--- src/rtl/adc0808_responder.sv ---
// adc0808_responder
// Emulates an ADC0808-style successive-approximation converter: latches a
// channel address on ALE, arms on START rising, samples on START falling,
// then resolves one result bit every STEP_CYCLES clocks, MSB first.
module adc0808_responder #(
    parameter int unsigned STEP_CYCLES = 8
) (
    input  logic        clk,
    input  logic        reset,
    input  logic        ale,
    input  logic        start,
    input  logic        oe,
    input  logic [2:0]  addr,
    input  logic [63:0] ch_values,
    output logic        eoc,
    output logic [7:0]  data_out,
    output logic        data_en,
    output logic [2:0]  sel_ch
);

    typedef enum logic [1:0] {
        IDLE,
        ARMED,
        CONVERT,
        DONE
    } state_t;

    localparam logic [7:0] STEP_LAST = 8'(STEP_CYCLES - 1);

    state_t     state;
    logic       ale_q;
    logic       start_q;
    logic [7:0] sar;
    logic [7:0] sample;
    logic [7:0] result;
    logic [7:0] step_cnt;
    logic [2:0] bit_idx;
    // Set once bit 0 has been decided; the following edge publishes the result.
    logic       finishing;

    logic       ale_rise;
    logic       start_rise;
    logic       start_fall;
    logic [2:0] conv_ch;
    logic [7:0] chosen_level;
    logic [7:0] trial;

    // Edge detection, channel choice and the trial value for the current bit.
    always_comb begin
        ale_rise   = ale & ~ale_q;
        start_rise = start & ~start_q;
        start_fall = ~start & start_q;
        // An address latched on this very edge takes precedence over the old one.
        conv_ch      = ale_rise ? addr : sel_ch;
        chosen_level = ch_values[{conv_ch, 3'b000} +: 8];
        trial        = sar | (8'h01 << bit_idx);
    end

    // Conversion control: address latch, arm/abort, sampling and SAR stepping.
    always_ff @(posedge clk) begin
        // NOTE: sequential state uses non-blocking assignments so every register
        // samples pre-edge values regardless of statement order.
        if (reset) begin
            state     <= IDLE;
            ale_q     <= 1'b0;
            start_q   <= 1'b0;
            sel_ch    <= 3'd0;
            sar       <= 8'h00;
            sample    <= 8'h00;
            result    <= 8'h00;
            step_cnt  <= 8'h00;
            bit_idx   <= 3'd0;
            finishing <= 1'b0;
            eoc       <= 1'b1;
        end else begin
            ale_q   <= ale;
            start_q <= start;

            if (ale_rise) begin
                sel_ch <= addr;
            end

            if (start_rise) begin
                // Arm, or abort whatever was in flight; result is left intact.
                state     <= ARMED;
                sar       <= 8'h00;
                eoc       <= 1'b0;
                step_cnt  <= 8'h00;
                finishing <= 1'b0;
            end else begin
                case (state)
                    ARMED: begin
                        if (start_fall) begin
                            sample   <= chosen_level;
                            state    <= CONVERT;
                            bit_idx  <= 3'd7;
                            step_cnt <= 8'h00;
                        end
                    end
                    CONVERT: begin
                        if (finishing) begin
                            result    <= sar;
                            eoc       <= 1'b1;
                            state     <= DONE;
                            finishing <= 1'b0;
                        end else if (step_cnt == STEP_LAST) begin
                            step_cnt <= 8'h00;
                            if (sample >= trial) begin
                                sar <= trial;
                            end
                            bit_idx <= bit_idx - 3'd1;
                            if (bit_idx == 3'd0) begin
                                finishing <= 1'b1;
                            end
                        end else begin
                            step_cnt <= step_cnt + 8'h01;
                        end
                    end
                    default: begin
                        // IDLE and DONE wait for the next START rise.
                    end
                endcase
            end
        end
    end

    // Read path: one-cycle registered bus drive following oe.
    always_ff @(posedge clk) begin
        if (reset) begin
            data_en  <= 1'b0;
            data_out <= 8'h00;
        end else begin
            data_en  <= oe;
            data_out <= oe ? result : 8'h00;
        end
    end

endmodule

--- config.mk ---
export PLATFORM = sky130hd
export DESIGN_NAME = adc0808_responder
export DESIGN_NICKNAME = d
export VERILOG_FILES = /design/src/rtl/adc0808_responder.sv
export SDC_FILE = /design/constraint.sdc
export NUM_CORES = 1
export LEC_CHECK = 0
export ABC_AREA = 1
export BUFFER_PORTS_ARGS = -buffer_cell sky130_fd_sc_hd__buf_2
export CAP_MARGIN = 20
export CELL_PAD_IN_SITES_DETAIL_PLACEMENT = 0
export CELL_PAD_IN_SITES_GLOBAL_PLACEMENT = 2
export CORE_MARGIN = 3
export CORE_UTILIZATION = 25
export CTS_CLUSTER_DIAMETER = 200
export DETAILED_ROUTE_END_ITERATION = 8
export PLACE_DENSITY_LB_ADDON = 0.1
export SLEW_MARGIN = 10
export SYNTH_ARGS = -nofsm -noshare
export SYNTH_HDL_FRONTEND = slang
export SYNTH_SLANG_ARGS = --single-unit
--- constraint.sdc ---
create_clock -name clk -period 1.9 [get_ports clk]
set_clock_uncertainty 0.1 [all_clocks]
set_input_delay 0.095 -clock clk [delete_from_list [all_inputs] [get_ports clk]]
set_output_delay 0.095 -clock clk [all_outputs]
set_load 0.02 [all_outputs]
# ---- After elaboration in Yosys (flattened, before gate mapping)
# Index checks and enable logic that the tools add are counted.
dict set report word_totals {
  word_cells 72
  ff_bits 53
  out_inout_bits 13
  inputBits 72
}
dict set report classes {
  n_reduce_logical 15
  shift 2
  n_bitwise 10
  add_sub_neg 2
  n_mux 19
  eq_ne 9
  magnitude_cmp 1
}
# cell count
set op_table {}
lappend op_table {{64-bit by 7-bit variable part select with 8-bit output} 1}
lappend op_table {{8-bit two-way mux} 3}
lappend op_table {{8-bit case mux with 2 select lines} 1}
lappend op_table {{3-bit AND reduction} 5}
lappend op_table {{3-bit two-way mux} 4}
lappend op_table {{8-bit by 1-bit adder with 8-bit output (second input constant)} 1}
lappend op_table {{8-bit by 3-bit equality test with 1-bit output (second input constant)} 1}
lappend op_table {{8-bit greater-or-equal comparator} 1}
lappend op_table {{2-bit != test (second input constant)} 4}
lappend op_table {{8-bit bitwise OR} 1}
lappend op_table {{1-bit by 3-bit << shifter with 8-bit output (first input constant)} 1}
lappend op_table {{1-bit two-way mux} 7}
lappend op_table {{3-bit != test (second input constant)} 2}
lappend op_table {{1-bit inverter} 6}
lappend op_table {{3-bit case mux with 2 select lines} 1}
lappend op_table {{2-bit nonzero test} 3}
lappend op_table {{5-bit AND reduction} 1}
lappend op_table {{2-bit two-way mux} 2}
lappend op_table {{2-bit case mux with 2 select lines} 1}
lappend op_table {{4-bit AND reduction} 1}
lappend op_table {{2-bit OR reduction} 2}
lappend op_table {{1-bit AND} 3}
lappend op_table {{3-bit zero test} 1}
lappend op_table {{3-bit nonzero test} 1}
lappend op_table {{4 further kinds} 4}

# ---- Longest topological paths before layout
# Gate-level depths: netlist (run 1).
dict set report depth {
  word_depth 5
  ltp_mapped 12
  depth_no_buf 12
}

# ---- Least setup slack after synthesis (run 1)
# No wires, ideal clock.
dict set report synth_timing {
  path_type {register to register}
  start {register bit_idx[1]}
  end {register sar[1]}
  synth_period_minus_slack_ps 1794
  required_ps 1676
  stages_incl_launch_ff 10
  setup_time_ps 124
  setup_slack_ps 106
  path_buffers 0
  t_arrival_ps 1570
  path_cell_list {dfxtp_1 inv_1 ha_1 a21oi_1 ha_1 a21oi_1 o21a_1 nand3_1 nand2_1 a21oi_1}
}
dict set report synth_via {
  elab_chain_cells 4
}
# element line_no
set synth_rtl {}
lappend synth_rtl {{from (decl)} 37} ;# logic [2:0] bit_idx;
lappend synth_rtl {{from (signal assigned)} 111} ;# bit_idx <= bit_idx - 3'd1;
lappend synth_rtl {{1-bit by 3-bit << shifter with 8-bit output *} 56} ;# trial = sar | (8'h01 << bit_idx);
lappend synth_rtl {{8-bit bitwise OR *} 56}
lappend synth_rtl {{8-bit greater-or-equal comparator} 108} ;# if (sample >= trial) begin
lappend synth_rtl {{4-bit AND reduction (no line)} --}
lappend synth_rtl {{to (signal assigned)} 109} ;# sar <= trial;
lappend synth_rtl {{to (decl)} 33} ;# logic [7:0] sar;
# Every way passes the cells marked *; elsewhere a longest branch is shown, timed or not.
# A chain may end at the register's enable or synchronous reset.

# ---- Worst setup path in the final report (run 1)
# Ends and elaborated chain as after synthesis.

==> results of run 1 <==
-- metal layers --
| layer | wire length [um] | global-route usage (%) | up-vias |
|---|---|---|---|
| met2 | 4650 | 23.2 | 50 |
| met4 | 151 | 4.08 | 0 |
| li1 | - | - | 1769 |
| met5 | 0 | 0 | - |
| met1 | 4670 | 17.8 | 1529 |
| met3 | 346 | 3.02 | 12 |
-- stage by stage --
stage | worst slack, ps | cells | total power (W) | utilization (%) | setup TNS, ps
2_1_floorplan | 106 | 498 | 0.00177 | - | 0
3_3_place_gp | -64.8 | 757 | 0.00211 | 32.2 | -445
3_5_place_dp | -178 | 757 | 0.00212 | 32.2 | -1120
4_1_cts | 0.800 | 767 | 0.00312 | 33.8 | 0
5_1_grt | -85.6 | 768 | 0.00344 | 35.2 | -477
6_report | 24.3 | 768 | 0.00319 | 35.2 | 0
-- Yosys cell counts, types with 2 or more instances --
library cell	number	area (um2)
nand3_2	2	20.0
nand3_1	88	440
dfxtp_1	53	1060
nand2_4	3	33.8
nand2_1	78	293
clkbuf_1	4	15.0
nand4_1	2	12.5
ha_1	19	238
o21ai_4	2	32.5
nor3_1	8	40.0
o21ai_0	22	110
or2_2	9	56.3
inv_1	114	428
buf_2	8	40.0
nor2_1	32	120
a21oi_1	44	220
-- worst reg2reg max path, cell delays in order, from the launching register on --
cell     delay [ps]
dfxtp_4         370
buf_4           140
ha_4            170
a21oi_2         160
ha_1            260
nand2_2          90
nor2_2           40
nand4_1         110
nand3_2         110
nand2_4         140
a21oi_1          70
-- kinds of logic after synthesis --
logic type                 count (synthesis)  share of synthesized area [%]
DFF                                       53                           32.8
AOI/OAI and AO/OA                         72                           12.1
buffers and inverters                    128                           15.4
adders and majority gates                 19                           7.35
and+or+nand+nor                          226                           32.4
-- area by class of cell --
type	instances	area [um2]	share of cell area [%]
multi-input combinational	317	1850	42.8
sequential	53	1070	24.7
timing repair buffer	107	611	14.1
inverter	115	437	10.1
tap	168	210	4.86
clock buffer	5	125	2.89
clock inverter	3	26.3	0.607
-- sequential cells by signal, summed over array words and instances, names as in the netlist --
| name | flops |
|---|---|
| data_out | 8 |
| result | 8 |
| sample | 8 |
| sar | 8 |
| step_cnt | 8 |
| bit_idx | 3 |
| sel_ch | 3 |
| state | 2 |
| ale_q | 1 |
| data_en | 1 |
| eoc | 1 |
| finishing | 1 |
| start_q | 1 |
-- timing repair --
item                                   CTS  global route
gates resized for setup                  8            41
pin swaps                                0            10
endpoints found under the hold margin    2             0
hold buffers                             2             0
buffers inserted                         0             1
setup endpoints to repair                7            10
-- cell usage in the layout (no fill, tap or decap), types with 3 or more instances in the layout --
cell,netlist,routed
nand2_1,78,75
clkbuf_16,0,5
ha_1,19,14
buf_4,0,20
nand3_1,88,87
inv_2,0,3
a21oi_2,0,15
nor2_1,32,30
o21ai_0,22,21
buf_2,8,84
or2_2,9,9
ha_4,0,5
nand3_2,2,3
a21oi_1,44,27
nor3_1,8,7
nand2_2,1,3
nand2_4,3,4
inv_1,114,109
dfxtp_1,53,51
-- path summary, 6_finish.rpt --
check / start / endpoint / cells past startpoint
worst min register to register: result[4] / data_out[4] / 2
worst max register to register: bit_idx[1] / sar[1] / 10
worst max-delay path: bit_idx[1] / sar[1] / 10
worst min-delay path: reset / sel_ch[1] / 2
-- power breakdown --
part / total (W) / switching (W) / internal [W] / leakage, nW
Clock: 0.000943 / 0.000445 / 0.000498 / 0.0680
Combinational: 0.00104 / 0.000598 / 0.000441 / 1.63
Sequential: 0.00121 / 0.0000455 / 0.00116 / 0.431
Total: 0.00319 / 0.00109 / 0.00210 / 2.13
==> impl_metrics.tcl, run 1 <==
set metrics [dict create \
    irDropWorstVdd_v 0.000477 \
    min_path_type "primary input to flip-flop" \
    fin_nets 690 \
    htree_levels 2 \
    fin_crit_ps 1880 \
    setup_violations 0 \
    ys_warn_count 0 \
    drtAntennaViolNets 0 \
    critical_path_class "flip-flop to flip-flop" \
    grt_pass1_vias 3383 \
    cts_sinks 53 \
    drt_iter0_drc 124 \
    cp_slowest_cell "dfxtp_4" \
    io_buffers 84 \
    syn-num-nets 589 \
    stdcell_area_mm2 0.00433 \
    p_per_area_mw_per_mm2 736 \
    grt_pass1_wl_um 15900 \
    drive_gt1_share_pct 28.0 \
    die_h_um 120 \
    cts.path.max_buffers 2 \
    crit_buf_inv 1 \
    drc 0 \
    worst-r2r-setup-slack_ps 20 \
    top_level_ports 85 \
    syn_area_per_cell_um2 6.49 \
    area_growth_pct 33.8 \
    die_x_um 120 \
    num_vias 3360 \
    fill_cells 1415 \
    start_util_pct 26.3 \
    antenna_found_initial 0 \
    dpl_cell_area_mm2 0.00396 \
    crit_path_end_kind "flip-flop" \
    synthFlopType "dfxtp_1" \
    netlist_area_mm2 0.00323 \
    ys_types 26 \
    path_clk_slew_ps 70 \
    rows 40 \
    finalHoldViolCount 0 \
    status "finished clean" \
    synth_seq_area_share_pct 32.8 \
    clock_latency_ps 300 \
    worstPathArrival_ps 1970 \
    cts_tree "built" \
    required_ps 1990 \
    die_area_mm2 0.0143 \
    synth_cells 498 \
    grt_start_max_net_pins 25 \
    dpl.hpwl_um 7470 \
    n_antenna_cell 0 \
    clockRootBuffer "clkbuf_16" \
    post-route-period-util_pct 98.7 \
    async_flop_share_pct 0 \
    leakagePower_nw 2.13 \
    core_mm2 0.0123 \
    cts_buffers 5 \
    via_per_inst 4.38 \
    worstMarginPinSlew_ps 411 \
    cp_top_family "simple AND/OR/NAND/NOR gates" \
    grt_setup_unrepaired "yes" \
    ys_seq_elements 53 \
    path_cells "buf_4 > ha_4 > a21oi_2 > ha_1 > nand2_2 > nor2_2 > nand4_1 > nand3_2 > nand2_4 > a21oi_1" \
    slew_violations 0 \
    gp_congestion 0.851 \
    wl_per_cell_um 12.8 \
    drt_pre_antenna_iters 4 \
    grt_use_total_pct 13.8 \
    max_freq_mhz 533 \
    grt-ovfl-total 0 \
    synth_enable_flop_cells 0 \
    start_kind "flip-flop" \
    critPathMaxStageDelay_ps 370 \
    wl_um 9820 \
    hold-worst-slack_ps 14.4 \
    cap_violations 0 \
    crit_fanout 7 \
    slew_headroom_pct 72.6 \
]
Power figures use the tool's default switching activity.
==> run 2: changes to the inputs <==
ABC_AREA = unset   (was 1)
BUFFER_PORTS_ARGS = unset   (was -buffer_cell sky130_fd_sc_hd__buf_2)
CORE_UTILIZATION = 33   (was 25)
DONT_BUFFER_PORTS = 1   (was unset)
==> run 2 against run 1 <==
  * The flow now finishes with violations (negative setup slack)
  * Wire length fell by 25%
  * Sequential share of layout area up 4.1 points
  * Clock power fell by 26%
  * Design area shrank 14%
  * Register-to-register slack got worse by 180 ps
  * Hold slack gained 1.4 ps
  * Cell count down 36%
  * Global-route usage up 0.46 points
  * Die area down 28%
  * Via count shrank 24%
  * Synthesized cell count down 29%
  * Combinational power shrank 44%
  * Critical endpoint is now sar[0]
  * Highest routed layer unchanged
==> impl_metrics.tcl, run 2 <==
set metrics [dict create \
    syn-num-nets 445 \
    worst-r2r-setup-slack_ps -160 \
    clock_latency_ps 310 \
    dpl_cell_area_mm2 0.00339 \
    required_ps 2000 \
    start_util_pct 34.4 \
    status "complete, but fails checks" \
    worstHoldPathCells 4 \
    synthAdderAreaFrac_pct 7.85 \
    top_level_ports 85 \
    power.share.switching_pct 29.9 \
    synth_seq_area_share_pct 35.0 \
    dpl.hpwl_um 5560 \
    crit_fanout 8 \
    irDropWorstVdd_v 0.000313 \
    fin_nets 477 \
    synth_compound_area_share_pct 22.0 \
    place_inst 474 \
    cts_sinks 53 \
    area_growth_pct 23.0 \
    pwr-share-clk_pct 28.5 \
    rows 34 \
    report.power.total_w 0.00244 \
    start_kind "flip-flop" \
    syn_area_per_cell_um2 8.55 \
    drt_iter0_drc 65 \
    die_area_mm2 0.0104 \
    synth_top_family_by_area "compound AO/OA/AOI/OAI gates" \
    synth.area.top_cells "dfxtp_1 35%, o211ai_1 12%, ha_1 7.9%" \
    core_mm2 0.00881 \
    async_flop_share_pct 0 \
    holdCritStartpoint "ch_values[56]" \
    cts.path.max_buffers 2 \
    die_h_um 102 \
    gp_congestion 0.719 \
    fin_crit_ps 2060 \
    n_antenna_cell 0 \
    yosys-mux-area-fraction_pct 10.4 \
    violations "negative setup slack" \
    path_clk_slew_ps 110 \
    drt_pre_antenna_iters 4 \
    ys_seq_elements 53 \
    post-route-period-util_pct 108 \
    io_buffers 0 \
    layout_common_cells "49 x o211ai_1, 49 x dfxtp_1, 44 x nor2_1, 34 x buf_4, 23 x inv_1" \
    wl_um 7390 \
    synth_cells 354 \
    postLayoutCoreUtil_pct 42.3 \
    synthFlopType "dfxtp_1" \
    slew_violations 0 \
    p_per_area_mw_per_mm2 655 \
    cap_violations 0 \
    rr_startpoint "bit_idx[1]" \
    finalHoldViolCount 0 \
    fin_ws_ps -155 \
    leakagePower_nw 1.47 \
    grt-ovfl-total 0 \
    synth_most_common_cell "dfxtp_1" \
    p_int_w 0.00171 \
    fill_cells 869 \
    worstPathArrival_ps 2150 \
    synth_common_cells "53 x dfxtp_1, 49 x o211ai_1, 44 x nor2_1" \
    final_cells 495 \
    synth_enable_flop_cells 0 \
    drtAntennaViolNets 0 \
    synthXorXnorAreaFrac_pct 1.74 \
    antenna_found_initial 0 \
    setup_violations 9 \
    crit_path_end_kind "flip-flop" \
    hold-worst-slack_ps 15.8 \
    min_path_type "primary input to flip-flop" \
    worstMarginPinSlew_ps 478 \
    power.switching_w 0.000730 \
    wl_per_cell_um 14.9 \
    yosys.area_share.simple_pct 16.6 \
    synth_top_area_cell "dfxtp_1" \
    num_vias 2545 \
    die_x_um 102 \
    cts_buffers 5 \
    max_freq_mhz 487 \
    ys_types 39 \
    min_to "sample[0]" \
    seqPwrFrac_pct 47.5 \
    p_comb_share_pct 23.9 \
    cts_tree "built" \
    grt_setup_unrepaired "yes" \
    grt_start_max_net_pins 32 \
    worstReg2RegEnd "sar[0]" \
    drc 0 \
    critical_path_class "flip-flop to flip-flop" \
    ff2ff_path_depth 11 \
    via_per_inst 5.14 \
    stdcell_area_mm2 0.00372 \
    synth.top_cell.area_share_pct 35.0 \
    grt_pass1_vias 2534 \
    grt_use_total_pct 14.3 \
    netlist_area_mm2 0.00303 \
    htree_levels 2 \
    slew_headroom_pct 68.1 \
    ys_warn_count 0 \
    clockRootBuffer "clkbuf_8" \
    grt_pass1_wl_um 12200 \
    drive_gt1_share_pct 23.5 \
]
-- run 2: cell types whose count changed in the layout (fill, tap and decap cells not counted), moves of 11 or more --
cell,delta
a21oi_2,-13
and2_1,+11
buf_2,-84
buf_4,+14
inv_1,-86
mux2_2,+18
nand2_1,-67
nand3_1,-83
nor2_1,+14
o211ai_1,+49
o21ai_0,-13
-- run 2: power groups by stage --
stage | registers [W] | logic (W) | clock network [W]
CTS | 0.00116 | 0.000536 | 0.000726
global placement | 0.00118 | 0.000492 | 0
floorplan | 0.00118 | 0.000359 | 0
detailed placement | 0.00118 | 0.000493 | 0
global route | 0.00116 | 0.000650 | 0.000770
finish | 0.00116 | 0.000584 | 0.000696
-- run 2: through the flow --
stage,setup slack (ps),TNS (ps)
floorplan,-112,-895
global placement,-158,-1530
detailed placement,-189,-1760
CTS,-174,-1410
global route,-249,-2030
finish,-155,-1190
-- run 2: cells by family (layout without fill, tap and decap cells) --
logic type                 after synthesis  count (layout)
DFF                                     53              53
and+or+nand+nor                        102             102
xor gates and xnor gates                 6               6
buffers and inverters                   48              81
muxes                                   29              29
AOI/OAI and AO/OA                       97              97
adders and majority gates               19              19
-- run 2: final cells by class --
| class | count | area, um2 | area share (%) |
|---|---|---|---|
| Inverter | 26 | 104 | 2.79 |
| Sequential cell | 53 | 1070 | 28.8 |
| Timing Repair Buffer | 47 | 447 | 12.0 |
| Tap cell | 108 | 135 | 3.63 |
| Clock inverter | 3 | 28.8 | 0.773 |
| Clock buffer | 5 | 68.8 | 1.85 |
| Multi-Input combinational cell | 253 | 1870 | 50.2 |
-- run 2: worst max-delay path, cell delays in order (launching register included) --
cell      delay [ps]
dfxtp_4          380
inv_4             40
ha_4             150
nor2b_4          120
or2_4            260
ha_4             200
nand2b_4         140
a21oi_4          120
o21ai_2           60
a31oi_2          150
buf_6            160
a21oi_1           60
-- run 2: worst max-delay path by stage --
stage	from	slack [ps]	end	depth (start not counted)
2_1_floorplan	bit_idx[0]	-110	sar[0]	10
3_3_place_gp	bit_idx[1]	-160	sar[7]	11
3_5_place_dp	bit_idx[1]	-190	sar[6]	11
4_1_cts	bit_idx[1]	-170	sar[0]	11
5_1_grt	bit_idx[0]	-250	sar[0]	11
6_report	bit_idx[1]	-160	sar[0]	11
-- run 2: per-layer routing --
metal / vias to the layer above / track usage (%) / part of all wire [%]
li1: 1327 / - / -
met1: 1138 / 19.8 / 48
met2: 78 / 23.0 / 46
met3: 2 / 2.89 / 5.0
met4: 0 / 3.07 / 0.39
met5: - / 0 / 0
-- run 2: what timing repair did --
item                       4_1_cts  5_1_grt
buffers inserted                 1        2
hold endpoints to repair        45        0
resized for setup                7       11
gates cloned                     0        2
hold buffers                     8        0
setup endpoints to repair       18       18
pin swaps                        5        7
